===== src/rtl/mem_ctrl_if.sv =====
// Request/acknowledge bus between the processor control FSM (master) and mem_ctrl (slave).
interface mem_ctrl_if;
  logic        req;
  logic        rw;
  logic [7:0]  addr;
  logic [15:0] wdata;
  logic [15:0] rdata;
  logic        ack;
  logic        busy;
  logic        perr;

  modport master (output req, rw, addr, wdata, input  rdata, ack, busy, perr);
  modport slave  (input  req, rw, addr, wdata, output rdata, ack, busy, perr);
endinterface


===== src/rtl/mem_ctrl.sv =====
// 256x16 single-port memory with registered req/ack front end, wait states and a side-band load port.
// Define MEM_PARITY_EN to store an even-parity bit per word and report read parity errors on perr.
module mem_ctrl #(
  parameter int unsigned  WAIT_STATES = 1,
  parameter logic [15:0]  INIT_VAL    = 16'h0000
) (
  input  logic        clk,
  input  logic        reset,
  mem_ctrl_if.slave   bus,
  input  logic        ld_en,
  input  logic        ld_clr,
  input  logic [7:0]  ld_addr,
  input  logic [15:0] ld_data,
  input  logic        inj_perr
);

`ifdef MEM_PARITY_EN
  localparam int unsigned MW = 17;
  localparam logic [MW-1:0] FLIP_MASK = {1'b1, 16'd0};
  function automatic logic [MW-1:0] enc(input logic [15:0] d);
    return {^d, d};
  endfunction
`else
  localparam int unsigned MW = 16;
  localparam logic [MW-1:0] FLIP_MASK = '0;
  function automatic logic [MW-1:0] enc(input logic [15:0] d);
    return d;
  endfunction
`endif

  typedef enum logic [1:0] {S_IDLE, S_WAIT, S_ACK, S_CLEAR} state_e;

  state_e      state_q, state_d;
  logic [3:0]  wait_cnt_q, wait_cnt_d;
  logic [7:0]  clr_cnt_q, clr_cnt_d;
  logic [7:0]  addr_q, addr_d;
  logic        rw_q, rw_d;
  logic [15:0] wdata_q, wdata_d;
  logic [15:0] rdata_q, rdata_d;
  logic        ack_q, ack_d;
  logic        busy_q, busy_d;
  logic        perr_q, perr_d;

  logic [MW-1:0] mem [256];
  logic [MW-1:0] rd_word;
  logic          rd_perr;
  logic          mem_we;
  logic [7:0]    mem_waddr;
  logic [MW-1:0] mem_wword;

  assign rd_word = mem[addr_q];
`ifdef MEM_PARITY_EN
  assign rd_perr = rd_word[16] ^ (^rd_word[15:0]);
`else
  assign rd_perr = 1'b0;
`endif

  always_comb begin
    // NOTE: every always_comb output gets a default first so no path can infer a latch.
    state_d    = state_q;
    wait_cnt_d = wait_cnt_q;
    clr_cnt_d  = clr_cnt_q;
    addr_d     = addr_q;
    rw_d       = rw_q;
    wdata_d    = wdata_q;
    rdata_d    = rdata_q;
    ack_d      = ack_q;
    busy_d     = busy_q;
    perr_d     = perr_q;
    mem_we     = 1'b0;
    mem_waddr  = addr_q;
    mem_wword  = '0;

    unique case (state_q)
      S_IDLE: begin
        if (ld_en && ld_clr) begin
          clr_cnt_d = 8'd0;
          busy_d    = 1'b1;
          state_d   = S_CLEAR;
        end else if (ld_en) begin
          mem_we    = 1'b1;
          mem_waddr = ld_addr;
          mem_wword = enc(ld_data) ^ (inj_perr ? FLIP_MASK : '0);
        end else if (bus.req) begin
          addr_d     = bus.addr;
          rw_d       = bus.rw;
          wdata_d    = bus.wdata;
          wait_cnt_d = 4'(WAIT_STATES);
          busy_d     = 1'b1;
          state_d    = S_WAIT;
        end
      end
      S_WAIT: begin
        if (wait_cnt_q != 4'd0) begin
          wait_cnt_d = wait_cnt_q - 4'd1;
        end else begin
          if (rw_q) begin
            rdata_d = rd_word[15:0];
            perr_d  = rd_perr;
          end else begin
            mem_we    = 1'b1;
            mem_wword = enc(wdata_q);
            perr_d    = 1'b0;
          end
          ack_d   = 1'b1;
          state_d = S_ACK;
        end
      end
      S_ACK: begin
        ack_d   = 1'b0;
        busy_d  = 1'b0;
        state_d = S_IDLE;
      end
      S_CLEAR: begin
        mem_we    = 1'b1;
        mem_waddr = clr_cnt_q;
        mem_wword = enc(INIT_VAL);
        clr_cnt_d = clr_cnt_q + 8'd1;
        if (clr_cnt_q == 8'hFF) begin
          busy_d  = 1'b0;
          state_d = S_IDLE;
        end
      end
      default: state_d = S_IDLE;
    endcase
  end

  always_ff @(posedge clk) begin
    if (reset) begin
      state_q    <= S_IDLE;
      wait_cnt_q <= 4'd0;
      clr_cnt_q  <= 8'd0;
      addr_q     <= 8'd0;
      rw_q       <= 1'b0;
      wdata_q    <= 16'd0;
      rdata_q    <= 16'd0;
      ack_q      <= 1'b0;
      busy_q     <= 1'b0;
      perr_q     <= 1'b0;
    end else begin
      state_q    <= state_d;
      wait_cnt_q <= wait_cnt_d;
      clr_cnt_q  <= clr_cnt_d;
      addr_q     <= addr_d;
      rw_q       <= rw_d;
      wdata_q    <= wdata_d;
      rdata_q    <= rdata_d;
      ack_q      <= ack_d;
      busy_q     <= busy_d;
      perr_q     <= perr_d;
    end
  end

  // NOTE: the array has no reset; reset only blocks the write so an aborted access leaves contents intact.
  always_ff @(posedge clk) begin
    if (mem_we && !reset) mem[mem_waddr] <= mem_wword;
  end

  assign bus.rdata = rdata_q;
  assign bus.ack   = ack_q;
  assign bus.busy  = busy_q;
  assign bus.perr  = perr_q;

endmodule


===== src/flat_wrapper.sv =====
// flat-port wrapper written by rule: the top's interface ports become plain ports
module mem_ctrl_flat 
#(
  parameter int unsigned  WAIT_STATES = 1,
  parameter logic [15:0]  INIT_VAL    = 16'h0000
)
  (clk, reset, ld_en, ld_clr, ld_addr, ld_data, inj_perr, bus_req, bus_rw, bus_addr, bus_wdata, bus_rdata, bus_ack, bus_busy, bus_perr);
  mem_ctrl_if bus_i ();
  input  logic clk;
  input  logic reset;
  input  logic ld_en;
  input  logic ld_clr;
  input  logic [7:0] ld_addr;
  input  logic [15:0] ld_data;
  input  logic inj_perr;
  input wire logic [$bits(bus_i.req)-1:0] bus_req;
  input wire logic [$bits(bus_i.rw)-1:0] bus_rw;
  input wire logic [$bits(bus_i.addr)-1:0] bus_addr;
  input wire logic [$bits(bus_i.wdata)-1:0] bus_wdata;
  output wire logic [$bits(bus_i.rdata)-1:0] bus_rdata;
  output wire logic [$bits(bus_i.ack)-1:0] bus_ack;
  output wire logic [$bits(bus_i.busy)-1:0] bus_busy;
  output wire logic [$bits(bus_i.perr)-1:0] bus_perr;
  assign bus_i.req = bus_req;
  assign bus_i.rw = bus_rw;
  assign bus_i.addr = bus_addr;
  assign bus_i.wdata = bus_wdata;
  assign bus_rdata = bus_i.rdata;
  assign bus_ack = bus_i.ack;
  assign bus_busy = bus_i.busy;
  assign bus_perr = bus_i.perr;
  mem_ctrl #(.WAIT_STATES(WAIT_STATES), .INIT_VAL(INIT_VAL)) u_core (.clk(clk), .reset(reset), .bus(bus_i), .ld_en(ld_en), .ld_clr(ld_clr), .ld_addr(ld_addr), .ld_data(ld_data), .inj_perr(inj_perr));
endmodule

===== config.mk =====
export PLATFORM = sky130hd
export DESIGN_NAME = mem_ctrl_flat
export DESIGN_NICKNAME = d
export VERILOG_FILES = /design/src/rtl/mem_ctrl_if.sv /design/src/rtl/mem_ctrl.sv /design/src/flat_wrapper.sv
export SDC_FILE = /design/constraint.sdc
export NUM_CORES = 2
export LEC_CHECK = 0
export BUFFER_PORTS_ARGS = -buffer_cell sky130_fd_sc_hd__buf_2
export CORE_ASPECT_RATIO = 0.75
export CORE_MARGIN = 1.5
export CORE_UTILIZATION = 35
export DETAILED_ROUTE_END_ITERATION = 8
export HOLD_SLACK_MARGIN = 0.1
export SETUP_SLACK_MARGIN = 0.2
export SLEW_MARGIN = 20
export SYNTH_ARGS = -nofsm -noshare
export SYNTH_HDL_FRONTEND = slang
export SYNTH_SLANG_ARGS = --single-unit

===== constraint.sdc =====
create_clock -name clk -period 5.6 [get_ports clk]
set_input_delay 0.56 -clock clk [delete_from_list [all_inputs] [get_ports clk]]
set_output_delay 0.56 -clock clk [all_outputs]
set_load 0.02 [all_outputs]

## Word-level counts from Yosys, hierarchy flattened

Memories as Yosys holds them, arrays and structs flattened. A register that Yosys moved wholly into a read port is not among the register bits.
Index checks and enable logic that the tools add are counted.

- Add/subtract/negate cells: 2
- Multiply operators: 0
- Divide/modulo/power cells: 0
- Order comparisons: 0
- Eq/ne operators: 13
- Shifts and indexed selects: 0
- Multiplexer cells: 35
- Bitwise gates (word level): 3
- Reduce and logical (&&, ||, !) cells: 16

Operator list:

| operator | count |
|---|---|
| 2-to-1 mux 16 bit | 4 |
| case mux 16 bit (2 select lines) | 1 |
| case mux 8 bit (2 select lines) | 2 |
| 2-to-1 mux 8 bit | 3 |
| 2-to-1 mux 4 bit | 4 |
| AND reduction 4 bit | 3 |
| 2-to-1 mux 1 bit | 11 |
| 2-to-1 mux 2 bit | 5 |
| adder 8 x 1 -> 8 bit, second input constant | 1 |
| equality test 8 bit, second input constant | 1 |
| inequality test 2 bit, second input constant | 4 |
| case mux 2 bit (4 select lines) | 1 |
| case mux 4 bit (2 select lines) | 1 |
| inequality test 2 x 1 -> 1 bit, second input constant | 3 |
| inequality test 3 x 2 -> 1 bit, second input constant | 2 |
| case mux 1 bit (3 select lines) | 2 |
| nonzero test 2 bit | 3 |
| AND reduction 5 bit | 1 |
| equality test 2 bit, second input constant | 2 |
| AND reduction 2 bit | 2 |
| nonzero test 4 bit | 1 |
| subtractor 4 x 1 -> 4 bit, second input constant | 1 |
| inverter 1 bit | 3 |
| AND reduction 3 bit | 1 |
| 6 further kinds | 7 |

- Flip-flop bits (word level): 41
- Latch bits: 0
- RAM bits: 4096
- ROM bits: 0
- Bits of input ports: 55
- Output and inout bits: 19
- Word-level logic and storage cells: 78
- Memories: 1

Memories:

| name | depth | width | rd ports | clocked after Yosys merged registers in | wr ports | line | source |
|---|---|---|---|---|---|---|---|
| u_core.mem | 256 | 16 | 1 | 1 | 1 | mem_ctrl.sv:44 | `logic [MW-1:0] mem [256];` |

## Depth between registers and ports, before layout

- Depth after elaboration: 6
- Depth in mapped cells: 13
- Depth with buffers taken out: 9

## Worst setup path before layout

Ideal clock, no wire load.

- Path type: flip-flop to flip-flop
- From: register u_core.state_q[0]
- To: memory u_core.mem[0][10], data pin
- Setup time: 865 ps
- Data arrival time: 4853 ps
- Slack: -119 ps
- Stages on the path, launching flop included: 9
- Period minus slack after synthesis: 5719 ps
- Cell sequence: dfxtp_1 > inv_1 > ha_1 > buf_2 > and3b_1 > clkbuf_1 > buf_2 > buf_1 > a22o_1

- Longest elaborated chain between the ends: 2

RTL lines:

| item | line | source |
|---|---|---|
| start: declaration | mem_ctrl.sv:33 | `state_e state_q, state_d;` |
| start signal: assignment | mem_ctrl.sv:141 | `state_q <= state_d;` |
| equality test 2 x 1 -> 1 bit / zero test 2 bit (equally long branches) | mem_ctrl.sv:74 | `unique case (state_q)` |
| case mux 16 bit (2 select lines) * | mem_ctrl.sv:74 |  |
| net u_core.mem_wword[10] | mem_ctrl.sv:49 | `logic [MW-1:0] mem_wword;` |
| end: declaration | mem_ctrl.sv:44 |  |

The timed path passes the listed nets; every way through them passes the cells marked *.

## Worst setup path in the final report

- From: register u_core.state_q[0]
- To: memory u_core.mem[1][7], enable pin

- Longest elaborated chain between the ends: 5

RTL lines:

| item | line | source |
|---|---|---|
| equality test 2 bit (tied with other cells) | mem_ctrl.sv:74 |  |
| case mux 1 bit (3 select lines) | mem_ctrl.sv:74 |  |
| logical AND 1 bit | mem_ctrl.sv:156 | `if (mem_we && !reset) mem[mem_waddr] <= mem_wword;` |
| 2-to-1 mux 1 bit | mem_ctrl.sv:156 |  |
| 2-to-1 mux 1 bit (not written as such) | mem_ctrl.sv:156 |  |

Several ways; a longest one is shown, not always the timed one.

==> results by group <==
Outcome
  – Status: finished clean

Worst hold path
  – Hold path depth: 5
  – Hold WC Path Type: in2reg
  – Hold path endpoint: u_core.clr_cnt_q[1]
  – Worst Min Path Start: ld_clr

Global route
  – Largest net degree at the start of global routing: 155
  – Vias in the first global route: ~81000
  – Initial antenna violation count: 57
  – Gr usage total: 20.5%
  – Grt total ovfl: 0
  – First-pass GRT wire length: between 600 and 700 mm

Power and ir drop
  – Peak supply drop: between 0.2 and 0.3 mV
  – Sequential share of power: 51.2%
  – Internal Dissipation: 52.0 mW
  – Design Power: slightly below 70 mW
  – Power Dens Cells: 373 nW/um^2
  – Switching power: between 15 and 20 mW
  – Static leakage: 57.1 nW
  – Fraction of power spent switching nets: about a quarter
  – Clk pwr share: 38.2%
  – Comb pwr share: 10.6%

Detailed routing
  – Routed Wire Length: 495 mm
  – Routed Antenna Nets: 0
  – Via count: 85244
  – Starting DRT DRC Count: around 13000
  – DRC violations left: 0
  – Routed length per placed instance: 33.7 um
  – First-pass detailed-route iteration total: 8
  – Routed vias/inst: 5.79

Yosys
  – #FFs+latches synth: slightly above 4000
  – Cell with the most instances after synthesis: edfxtp_1
  – Seq/Total Area, Yosys: 76.5%
  – Top cells by area, synth: edfxtp_1 (76%), mux4_2 (9.2%), mux2i_1 (3.0%)
  – Leading area contributor after synthesis: edfxtp_1
  – Synth warn: 0
  – Main synth FF type: edfxtp_1
  – Most frequent cells after synthesis: edfxtp_1 (4096), mux4_2 (664), mux2i_1 (481), nor2_1 (354), nand2_1 (264)
  – Mapped cell area: 162000 um^2
  – Post-synthesis cell type count: 91
  – Area share of the largest cell type after synthesis: 75.8%
  – Syn avg cell area: around 21 um^2
  – Mapped Cells: 7648
  – Number of synthesized flops with an enable pin: 4096
  – Syn Nets: 7710
  – Async S/R FF share, synth: 0%

Worst setup path
  – Critical R2R Capture: u_core.mem[1][7]
  – Worst EP required: between 6 and 7 ns
  – Nature of the critical path endpoint: flop
  – Worst R2R Setup Slack: roughly 0.42 ns
  – R2r startpoint: u_core.state_q[0]
  – Startpoint types: flop
  – Reg2reg path depth: 11
  – Arr. time, crit path: 5.79 ns
  – Kind of critical path: reg2reg
  – Worst Path Max Fanout: 24

Place
  – DP Area: 172000 um^2
  – HPWL after DPL: 309 mm
  – Routability congestion estimate: 0.928
  – Post-placement cell count: 13962
  – Placement Setup Slack: 0.709 ns
  – PortBufs: 71

STA
  – RSZ-0062 raised after global routing: false
  – Fin crit share: 92.4%
  – Final setup viols: 0
  – Max_slew headroom: 13.4%
  – Worst Max-Slew Pin Slew: 1.30 ns
  – Post-route setup TNS: 0 ns
  – Post-layout min period: roughly 5.2 ns
  – Fmax: roughly 190 MHz
  – Fin Clk Skew: 0.0806 ns
  – Final Max Tran Viols: 0
  – Final worst slack: between 0.4 and 0.5 ns
  – Final Hold Vio Count: 0

Layout
  – Post-route insts no fill: 14710
  – Design area: 185000 um^2
  – Area growth, synth to finish: 14.1%
  – Nets: 8340
  – Share of layout cells above drive strength 1: 24.5%

CTS
  – Root buffer cell: clkbuf_16
  – Clock Path Buffers: 4
  – Clk slew on worst S/H paths: about 0.07 ns
  – Number of buffers created by CTS: 387
  – CTS tree: yes
  – Clock sinks: 4153
  – H-tree depth: 5
  – Clock latency on the worst-skew pair: 0.97 ns

Floorplanning
  – DIE AREA: 468000 um^2
  – Die Ht: 593 um
  – I/O pins: 74
  – Die W: a little under 800 um
  – Core Rows: 216
  – Starting Density: around a third
  – Core ar.: 462000 um^2

Job
  – Max_cap viols: 0
[worst max-delay path, cell delays in order, from the launching register on]
cell and delay, ns:
dfxtp_1 0.39, inv_1 0.10, ha_1 0.31, and3b_1 0.21
buf_4 0.24, a22oi_1 0.21, nor2_1 0.07, a21oi_1 0.42
nor2b_1 0.54, nand3_1 1.07, nor2_1 0.87, buf_4 0.35
[power groups by stage]
stage / clock (mW) / combinational, mW / sequential [mW]
after global placement: 0 / 6.99 / 36.0
final: 26.4 / 7.34 / 35.3
after global routing: 27.8 / 7.57 / 35.3
after detailed placement: 0 / 7.17 / 36.0
after floorplan: 0 / 4.10 / 36.1
after CTS: 26.6 / 7.20 / 35.3
[cell families (layout without fill, tap and decap cells)]
| logic type | count (synthesis) | count (layout) | synth area share [%] |
|---|---|---|---|
| DFF | 4153 | 4153 | 76.5 |
| muxes | 1332 | 1332 | 15.2 |
| and+or+nand+nor | 896 | 896 | 2.45 |
| AOI/OAI and AO/OA | 783 | 783 | 3.35 |
| buffers and inverters | 468 | 1411 | 2.44 |
| xor gates and xnor gates | 8 | 8 | 0.0432 |
| adders and majority gates | 7 | 7 | 0.0540 |
| other | 1 | 16 | 0.00231 |
[worst max path at each step]
| stage | slack [ns] | startpoint | cells after the start | end |
|---|---|---|---|---|
| 3_5_place_dp | 0.71 | u_core.state_q[0] | 11 | u_core.mem[1][9] |
| 6_report | 0.42 | u_core.state_q[0] | 11 | u_core.mem[1][7] |
| 5_1_grt | 0.47 | u_core.state_q[0] | 11 | u_core.mem[1][7] |
| 3_3_place_gp | 0.77 | u_core.state_q[0] | 11 | u_core.mem[1][9] |
| 2_1_floorplan | 0.20 | u_core.state_q[0] | 7 | u_core.mem[0][0] |
| 4_1_cts | 0.65 | u_core.state_q[0] | 11 | u_core.mem[1][7] |
[layout make-up]
cell class / count / area [um^2]
Fill cell: 40308 / 276000
Antenna cell: 15 / 37.5
Tap cell: 6104 / 7640
Inverter: 11 / 51.3
Sequential cell: 4153 / 124000
Clock inverter: 226 / 2190
Multi-Input combinational cell: 3027 / 34800
Timing Repair Buffer: 698 / 5970
Clock buffer: 476 / 10300
[metrics by stage]
| step | utilization [%] | hold slack, ns |
|---|---|---|
| floorplan | - | 0.436 |
| global placement | 37.3 | 0.462 |
| detailed placement | 37.3 | 0.464 |
| CTS | 40.1 | 0.109 |
| global route | 40.1 | 0.199 |
| finish | 40.1 | 0.166 |
[cells in the final DEF (no fill, tap or decap), types with 8 or more instances in the layout]
master            n
clkinv_4          8
or3_1             9
nand3_1          65
clkinvlp_4       14
mux4_1          182
dlygate4sd3_1    30
clkbuf_8         10
nor4_1           29
inv_1             8
clkinv_2         77
nor3_1           65
a21oi_1         119
bufinv_16        36
a22oi_1          84
clkbuf_16       394
nor2b_1           8
a22o_4           16
and2_1           20
diode_2          15
a32oi_1           8
a221oi_1         14
mux2i_1         481
clkinv_1         75
edfxtp_1       4096
mux4_2          664
dfxtp_1          52
nor2_1          208
clkbuf_1         72
a2111oi_0        15
o21ai_0          79
a211oi_1         59
o22ai_1         169
buf_4           532
buf_2            71
nor2_2          144
nand4_1          22
nand2_1         262
a31oi_1          24
buf_12           62
o221ai_1         98
[state kept, by name, summed over array words and instances, names as in the netlist]
| signal | flops |
|---|---|
| u_core.mem | 4096 |
| u_core.bus.rdata | 16 |
| u_core.wdata_q | 16 |
| u_core.addr_q | 8 |
| u_core.clr_cnt_q | 8 |
| u_core.wait_cnt_q | 4 |
| u_core.state_q | 2 |
| u_core.bus.ack | 1 |
| u_core.bus.busy | 1 |
| u_core.rw_q | 1 |
[metal layers]
layer / share of wire [%] / wire length (um) / GRT usage (%) / up-vias
li1: - / - / - / 33473
met1: 40 / 198000 / 29.2 / 45405
met2: 42 / 208000 / 29.0 / 5473
met3: 14 / 70800 / 7.84 / 869
met4: 3.6 / 18000 / 6.40 / 24
met5: 0.091 / 449 / 0.453 / -
[what timing repair did]
| item | 4_1_cts | 5_1_grt |
|---|---|---|
| hold endpoints to repair | 28 | 0 |
| hold buffers | 30 | 0 |
| gates resized for setup | 0 | 0 |
| buffers inserted | 0 | 0 |
Power figures use the tool's default switching activity.
